File: src/rtl/watch_pkg.sv
// Shared definitions for the watch-format <-> millisecond-count converters.
// Field widths, unit constants, range check and the conversion FSM states.
package watch_pkg;

  localparam int MS_PER_S   = 1000;
  localparam int S_PER_MIN  = 60;
  localparam int MIN_PER_HR = 60;
  localparam int HR_LIMIT   = 100;

  localparam int MS_W  = 10;
  localparam int S_W   = 6;
  localparam int MIN_W = 6;
  localparam int HR_W  = 7;

  // 99:59:59.999 = 359 999 999 ms needs 29 bits.
  localparam int ACC_W = 29;

  typedef enum logic [1:0] {
    IDLE    = 2'd0,
    MUL_HR  = 2'd1,
    MUL_MIN = 2'd2,
    MUL_S   = 2'd3
  } state_t;

  typedef enum logic {
    K_60   = 1'b0,
    K_1000 = 1'b1
  } k_sel_t;

  function automatic logic fields_legal(
    input logic [MS_W-1:0]  ms,
    input logic [S_W-1:0]   s,
    input logic [MIN_W-1:0] min,
    input logic [HR_W-1:0]  hr
  );
    return (ms  < MS_W'(MS_PER_S))    &&
           (s   < S_W'(S_PER_MIN))    &&
           (min < MIN_W'(MIN_PER_HR)) &&
           (hr  < HR_W'(HR_LIMIT));
  endfunction

endpackage

File: src/rtl/watch_mac.sv
// Combinational acc*k + addend with k in {60, 1000}, built from shifts and
// subtracts only. Arithmetic wraps mod 2^ACC_W.
module watch_mac
  import watch_pkg::*;
(
  input  logic [ACC_W-1:0] acc,
  input  k_sel_t           k_sel,
  input  logic [MS_W-1:0]  addend,
  output logic [ACC_W-1:0] result
);

  logic [ACC_W-1:0] x60;
  logic [ACC_W-1:0] x1000;

  always_comb begin
    // 60 = 64 - 4, 1000 = 1024 - 16 - 8
    x60    = (acc << 6) - (acc << 2);
    x1000  = (acc << 10) - (acc << 4) - (acc << 3);
    result = ((k_sel == K_1000) ? x1000 : x60) + ACC_W'(addend);
  end

endmodule

File: src/rtl/watch2count.sv
// Converts hr:min:s.ms into a flat millisecond count by Horner evaluation,
// one shared shift-add MAC step per cycle.
module watch2count
  import watch_pkg::*;
#(
  parameter int BITS = 32
) (
  input  logic            clk,
  input  logic            reset,
  input  logic            start,
  input  logic [9:0]      ms,
  input  logic [5:0]      s,
  input  logic [5:0]      min,
  input  logic [6:0]      hr,
  output logic [BITS-1:0] count,
  output logic            busy,
  output logic            done,
  output logic            err
);

  // Handshake: start is taken only while busy=0 (IDLE); each accepted start
  // yields exactly one done pulse (err qualifies it), unless reset intervenes.
  // start seen while busy is dropped.

  state_t           state;
  state_t           state_nxt;
  logic [MS_W-1:0]  ms_r;
  logic [S_W-1:0]   s_r;
  logic [MIN_W-1:0] min_r;
  logic [ACC_W-1:0] acc;
  logic [ACC_W-1:0] mac_out;
  logic [MS_W-1:0]  mac_addend;
  k_sel_t           mac_k;
  logic             legal;

  assign legal = fields_legal(ms, s, min, hr);

  watch_mac u_mac (
    .acc    (acc),
    .k_sel  (mac_k),
    .addend (mac_addend),
    .result (mac_out)
  );

  always_ff @(posedge clk) begin
    if (reset) state <= IDLE;
    else       state <= state_nxt;
  end

  always_comb begin
    state_nxt = state;
    case (state)
      IDLE:    if (start && legal) state_nxt = MUL_HR;
      MUL_HR:  state_nxt = MUL_MIN;
      MUL_MIN: state_nxt = MUL_S;
      MUL_S:   state_nxt = IDLE;
      default: state_nxt = IDLE;
    endcase
  end

  always_comb begin
    busy       = (state != IDLE);
    mac_k      = K_60;
    mac_addend = '0;
    case (state)
      MUL_HR:  mac_addend = MS_W'(min_r);
      MUL_MIN: mac_addend = MS_W'(s_r);
      MUL_S: begin
        mac_k      = K_1000;
        mac_addend = ms_r;
      end
      default: ;
    endcase
  end

  always_ff @(posedge clk) begin
    if (reset) begin
      ms_r  <= '0;
      s_r   <= '0;
      min_r <= '0;
      acc   <= '0;
      count <= '0;
      done  <= 1'b0;
      err   <= 1'b0;
    end else begin
      done <= 1'b0;
      err  <= 1'b0;
      case (state)
        IDLE: begin
          if (start) begin
            ms_r  <= ms;
            s_r   <= s;
            min_r <= min;
            if (legal) begin
              acc <= ACC_W'(hr);
            end else begin
              // Rejected request answers immediately with a zero count.
              count <= '0;
              done  <= 1'b1;
              err   <= 1'b1;
            end
          end
        end
        MUL_HR, MUL_MIN: acc <= mac_out;
        MUL_S: begin
          count <= BITS'(mac_out);
          done  <= 1'b1;
        end
        default: ;
      endcase
    end
  end

endmodule
File: config.mk
export PLATFORM = sky130hd
export DESIGN_NAME = watch2count
export DESIGN_NICKNAME = d
export VERILOG_FILES = /design/src/rtl/watch_pkg.sv /design/src/rtl/watch_mac.sv /design/src/rtl/watch2count.sv
export SDC_FILE = /design/constraint.sdc
export NUM_CORES = 1
export LEC_CHECK = 0
export ABC_AREA = 1
export ABC_CLOCK_PERIOD_IN_PS = 3950
export BUFFER_PORTS_ARGS = -buffer_cell sky130_fd_sc_hd__clkbuf_2
export CAP_MARGIN = 40
export CORE_AREA = 2 2 162 164
export DETAILED_ROUTE_END_ITERATION = 10
export DIE_AREA = 0 0 164 166
export GPL_TIMING_DRIVEN = 0
export PLACE_DENSITY = 0.61
export SKIP_CTS_REPAIR_TIMING = 1
export SLEW_MARGIN = 20
export SYNTH_ARGS = -nofsm -noshare
export SYNTH_HDL_FRONTEND = slang
export SYNTH_SLANG_ARGS = --single-unit
File: constraint.sdc
create_clock -name clk -period 3.95 [get_ports clk]
set_clock_uncertainty 0.05 [all_clocks]
set_input_delay 0.79 -clock clk [delete_from_list [all_inputs] [get_ports clk]]
set_output_delay 0.79 -clock clk [all_outputs]
set_load 0.005 [all_outputs]
==> out/metrics.cfg, run 1 <==
[run]
maxCapViolations = 0

[yosys]
synth_most_common_cell = nand2_1
synth_seq_area_share_pct = 18.6
ys_seq_elements = 82
netlist_instances = 1507
synthAdderAreaFrac_pct = 13.7
synthesis.area_sq_um = 8830
synth_ff_type = dfxtp_1
synth_top_cells_by_count = 546 x nand2_1, 246 x inv_1, 129 x nand3_1
synth_top_area_share_pct = 23.2
synth_cell_types = 40
synthTopCellsByArea = nand2_1 23%, dfxtp_1 19%, inv_1 10%
avgSynthCellArea_sq_um = 5.86
synth_xor_area_share_pct = 2.37
synth-async-reset-ratio_pct = 0
synth-simple-area-share_pct = 43.1
synth.area.mux_share_pct = 0
synth-compound-area-share_pct = 9.59
yosysTopAreaCell = nand2_1
synth_top_family_by_area = simple AND/OR/NAND/NOR gates
synth-edff-count = 0
ys.warnings.count = 0

[place]
dp_hpwl_um = 23700
gp_congestion = 0.935
io_buffer_count = 62

[worst_setup_path]
cp_slowest_cell = fa_1
critical_path.cell_chain = ha_1 -> buf_6 -> buf_6 -> buf_4 -> buf_6 -> buf_4 -> nor2_1 -> ha_1 -> inv_1 -> fa_1 -> o21ai_2 -> nand2_1 -> o211ai_1 -> nand3_2 -> nor2_4 -> nand3_4 -> inv_2 -> nand2_4 -> nor2_4 -> nand2_1 -> nand3_1 -> a21oi_1
crit_buf_inv = 7
required_ns = 4.10
cp_data_arrival_time_ns = 3.96
worstSetupEndpointType = flip-flop
critPathMaxFanout = 10
r2r-end = acc[24]
crit_top_cell = buf_6
reg2reg_from = state[0]
r2r_cells = 22
rrSetupSlack_ns = 0.14
cp-startpoint = state[0]
endpoint = acc[24]
worstSetupPathType = reg2reg
path_depth = 22
startpoint_type = flip-flop
path_delay_family = simple AND/OR/NAND/NOR gates
max_stage_delay_ns = 0.42

[drt]
drt_iter0_markers = 537
drc = 0
first_pass_iters = 5
wl_um = 28600
wire_per_inst_um = 14.7
vias_per_cell = 4.94
vias = 9610
antenna_left = 0

[final_layout]
fill_cells = 2794
final_nets = 1722
syn2layout_area_growth_pct = 18.0
multi_input_area_sq_um = 6380
antenna-diode-count = 0
post-route-util_pct = 40.7
regArea_sq_um = 1670
drive_gt1_share_pct = 15.9

[min_path]
holdPathStages = 2
hp-class = reg2reg

[die]
die_area_sq_um = 27200
ios = 67
die_w_um = 164
initial_core_util_pct = 34.5
num_rows = 59
die_height_um = 166
core_area_sq_um = 25600

[cts]
ctsRootBufferMaster = clkbuf_16
clk_latency_ns = 0.35
cts_sinks = 82
path_clk_slew_ns = 0.07
cts_tree = done
htreeDepth = 3
clockBufferDepth = 2
cts-buffers-inserted = 9

[sta]
relSlewSlack_pct = 42.2
slew_viol_final = 0
fmax_mhz = 262
fin_crit_sh_pct = 96.6
tightest_slew_ns = 0.858
setup_viol = 0
finalHoldViolCount = 0
min_period_ns = 3.81

[outcome]
status = finished clean

[grt]
grt_use_total_pct = 20.5
grt_overflow = 0
grt_pass1_wl_um = 44100
grt_start_max_net_pins = 18
antenna_found_initial = 0
grt_pass1_vias = 8726

==> cells by family after synthesis <==
| group | count (synthesis) |
|---|---|
| AO/OA/AOI/OAI | 157 |
| adder cells (fa/ha/maj) | 85 |
| other | 1 |
| XOR/XNOR | 23 |
| AND/OR/NAND/NOR | 866 |
| buffers and inverters | 293 |
| flip-flops | 82 |
==> cells in the final DEF (no fill, tap or decap), types with 7 or more instances in the layout <==
| cell | n |
|---|---|
| buf_4 | 27 |
| nor2_1 | 76 |
| xnor2_1 | 7 |
| nand4_1 | 31 |
| ha_4 | 10 |
| a211oi_1 | 14 |
| inv_2 | 13 |
| a21oi_1 | 112 |
| nor2_2 | 21 |
| clkbuf_16 | 9 |
| fa_1 | 19 |
| dfxtp_4 | 7 |
| clkbuf_2 | 62 |
| nor2_4 | 8 |
| nand2_1 | 533 |
| clkbuf_1 | 22 |
| nand3_2 | 17 |
| nand3_1 | 121 |
| o21ai_0 | 13 |
| inv_1 | 238 |
| dfxtp_1 | 73 |
| nand2_2 | 29 |
| ha_1 | 54 |
| xor2_1 | 13 |
==> layout make-up <==
cell class | count | share of cell area, %
multi-input cells | 1134 | 61.3
flip-flops and latches | 82 | 16.0
inverters | 257 | 9.42
repair buffers | 85 | 4.67
well taps | 335 | 4.02
clock buffers | 9 | 2.16
plain buffers | 36 | 1.79
clock inverters | 7 | 0.648
==> sequential cells by signal, summed over array words and instances, names as in the netlist <==
signal,count
count,29
acc,27
ms_r,10
min_r,6
s_r,6
state,2
done,1
err,1
==> metrics by stage <==
| step | cell area [sq um] | setup WS, ns | std cells | hold WS [ns] | TNS (ns) |
|---|---|---|---|---|---|
| 4_1_cts | 9860 | -1.29 | 1922 | 0.416 | -36.73 |
| 2_1_floorplan | 8840 | 0.208 | 1509 | 0.395 | 0 |
| 5_1_grt | 10400 | -0.0652 | 1945 | 0.434 | -0.344 |
| 3_3_place_gp | 9570 | -1.29 | 1906 | 0.403 | -36.48 |
| 3_5_place_dp | 9570 | -1.27 | 1906 | 0.406 | -35.49 |
| 6_report | 10400 | 0.135 | 1945 | 0.414 | 0 |
==> worst min-delay path by stage <==
stage	slack, ns	to	start
finish	0.41	count[26]	count[26]
global route	0.43	ms_r[4]	ms_r[4]
CTS	0.42	count[23]	count[23]
detailed placement	0.41	count[23]	count[23]
global placement	0.40	ms_r[1]	ms_r[1]
floorplan	0.40	acc[23]	acc[23]
==> routing by layer <==
layer | vias up | track usage, % | wire (um)
met3 | 31 | 2.45 | 1420
met1 | 4375 | 27.9 | 13300
met2 | 265 | 34.5 | 13500
met4 | 0 | 4.77 | 389
met5 | - | 0 | 0
li1 | 4939 | - | -
==> worst register-to-register path, delay by kind of cell (launching register included) <==
| family | cells | cell delay (ns) |
|---|---|---|
| simple gates | 9 | 1.06 |
| buf+inv | 7 | 0.98 |
| fa+ha+maj | 3 | 0.82 |
| compound gates | 3 | 0.43 |
| flops | 1 | 0.34 |
Power of run 1 is left out: the tool's default activity adds up to more than one toggle a clock period on the data nets, which glitch-free logic cannot reach.
==> inputs of run 2 (changes only) <==
--- a/config.mk
+++ b/config.mk
@@ -9,11 +9,11 @@
 export ABC_CLOCK_PERIOD_IN_PS = 3950
 export BUFFER_PORTS_ARGS = -buffer_cell sky130_fd_sc_hd__clkbuf_2
 export CAP_MARGIN = 40
-export CORE_AREA = 2 2 162 164
+export CORE_AREA = 2 2 160 162
 export DETAILED_ROUTE_END_ITERATION = 10
-export DIE_AREA = 0 0 164 166
+export DIE_AREA = 0 0 162 164
 export GPL_TIMING_DRIVEN = 0
-export PLACE_DENSITY = 0.61
+export PLACE_DENSITY = 0.62
 export SKIP_CTS_REPAIR_TIMING = 1
 export SLEW_MARGIN = 20
 export SYNTH_ARGS = -nofsm -noshare
==> run 2 against run 1 <==
Die area decreased by 2.4%. Sequential cell count unchanged. Global-route usage increased by 0.98 points. Sequential share of layout area about the same. Critical path type unchanged. Critical path depth unchanged. Register-to-register slack improved by 0.02 ns. Utilization increased by 1.4 points. Maximum frequency increased by 0.49%. Hold slack about the same. Setup slack improved by 0.018 ns. Largest cell class unchanged. Cell count decreased by 0.31%.
==> out/metrics.cfg, run 2 (synthesis gave the netlist of run 1 again) <==
[outcome]
status = finished clean

[worst_setup_path]
worstSetupPathType = reg2reg
worstSetupEndpointType = flip-flop
critical_path.cell_chain = clkinvlp_4 -> ha_4 -> ha_4 -> nand2_4 -> inv_2 -> a21oi_2 -> nand2_2 -> or2_4 -> nand3_4 -> o31ai_2 -> ha_1 -> nand2_2 -> nor3_2 -> nand2_1 -> o211ai_1 -> nand3_2 -> nor2_4 -> nand3_4 -> nor2_4 -> nand4_1 -> nand3_2 -> a21oi_2
required_ns = 4.11  ; about the same
reg2reg_from = acc[3]
max_stage_delay_ns = 0.36  ; -0.06 ns
startpoint_type = flip-flop
cp_slowest_cell = dfxtp_4
critPathMaxFanout = 5  ; -5
cp_data_arrival_time_ns = 3.96  ; about the same
r2r_cells = 22  ; unchanged
cp-startpoint = acc[3]
rrSetupSlack_ns = 0.15  ; +0.02 ns
r2r-end = acc[26]

[sta]
relSlewSlack_pct = 53.6  ; +11 points
min_period_ns = 3.80  ; -0.0184 ns
finalHoldViolCount = 0  ; unchanged
slew_viol_final = 0  ; unchanged
rsz0062_at_grt = true
setup_slack_ns = 0.154  ; +0.0184 ns
tightest_slew_ns = 0.696  ; -0.161 ns
setup_viol = 0  ; unchanged
fin_crit_sh_pct = 96.1  ; -0.47 points
fmax_mhz = 263  ; +0.49%

[die]
core_area_sq_um = 24800  ; -3.1%
die_height_um = 164  ; -1.2%
num_rows = 58  ; -1.7%
initial_core_util_pct = 35.6  ; +1.1 points
die_area_sq_um = 26600  ; -2.4%
ios = 67  ; unchanged
die_w_um = 162  ; -1.2%

[drt]
wl_um = 28500  ; -0.45%
vias = 9593  ; -0.18%
drc = 0  ; unchanged
drt_iter0_markers = 483  ; -10%
vias_per_cell = 4.95  ; +0.13%
antenna_left = 0  ; unchanged
first_pass_iters = 6  ; +1
wire_per_inst_um = 14.7  ; -0.15%

[final_layout]
mostFrequentLayoutCells = 531 x nand2_1, 239 x inv_1, 118 x nand3_1
syn2layout_area_growth_pct = 18.2
top_register = count
reg_top3 = count (29), acc (27), ms_r (10)
post-route-util_pct = 42.1  ; +1.4 points
final_common_cell = nand2_1
largest_reg_flops = 29  ; unchanged
drive_gt1_share_pct = 16.3  ; +0.38 points
final_nets = 1721  ; -0.058%
final_cells = 1939  ; -0.31%
antenna-diode-count = 0  ; unchanged

[place]
dp_worst_setup_slack_ns = -1.27  ; -0.00268 ns
dp.cells = 1901  ; -0.26%
gp_congestion = 0.911  ; -2.5%
io_buffer_count = 62  ; unchanged
dp_hpwl_um = 23500  ; -0.49%

[run]
maxCapViolations = 0  ; unchanged

[grt]
grt_use_total_pct = 21.5  ; +0.98 points
grt_pass1_vias = 8938  ; +2.4%
antenna_found_initial = 0  ; unchanged
grt_start_max_net_pins = 17  ; -1
grt_pass1_wl_um = 45200  ; +2.5%
grt_overflow = 0  ; unchanged

[cts]
path_clk_slew_ns = 0.07  ; about the same
ctsRootBufferMaster = clkbuf_16
cts_sinks = 82  ; unchanged
clockBufferDepth = 2  ; unchanged
cts-buffers-inserted = 9  ; unchanged
htreeDepth = 3  ; unchanged
clk_latency_ns = 0.35  ; about the same
cts_tree = done

[min_path]
holdPathStages = 2  ; unchanged
hp-class = reg2reg
min_from = count[19]
hold_path_end = count[19]

## run 2: changes by cell type in the layout (fill, tap and decap cells not counted), moves of 2 or more
cell / previous run / this run
a21oi_1: 112 / 109
a21oi_2: 5 / 8
buf_4: 27 / 25
clkinv_4: 0 / 3
inv_6: 3 / 0
nand2_1: 533 / 531
nand2_2: 29 / 32
nand3_1: 121 / 118
nand3_2: 17 / 20
or2_4: 0 / 2
## run 2: worst max path at each step
stage | end | slack [ns]
after floorplan | count[24] | 0.21
after global placement | count[28] | -1.25
after detailed placement | count[28] | -1.27
after CTS | count[28] | -1.33
after global routing | count[26] | -0.06
final | acc[26] | 0.15
## run 2: cell type report
class	instances	area [sq um]
Inverter	257	978
Buffer	36	186
Multi-Input combinational cell	1134	6400
Clock buffer	9	225
Fill cell	2745	14400
Tap cell	330	413
Timing Repair Buffer	84	479
Clock inverter	7	86.3
Sequential cell	82	1670
## run 2: critical path, delay by kind of cell (launching register included)
kind            cells  cell delay, ns
fa+ha+maj           3            0.88
simple gates       13            1.75
flops               1            0.36
buf+inv             2            0.21
compound gates      4            0.38
## run 2: per-layer routing
metal | up-vias | GRT usage, % | share of wire (%)
met4 | 0 | 4.51 | 1.5
met5 | - | 0 | 0
met2 | 245 | 37.1 | 47
li1 | 4931 | - | -
met1 | 4388 | 29.4 | 47
met3 | 29 | 1.82 | 4.5
## run 2: through the flow
stage	cell area (sq um)	setup TNS (ns)	hold WS (ns)
after floorplan	8840	0	0.395
after global placement	9560	-36.06	0.403
after detailed placement	9560	-36.94	0.407
after CTS	9870	-39.98	0.419
after global routing	10400	-0.276	0.429
final	10400	0	0.414
Power of run 2 is left out for the same reason.
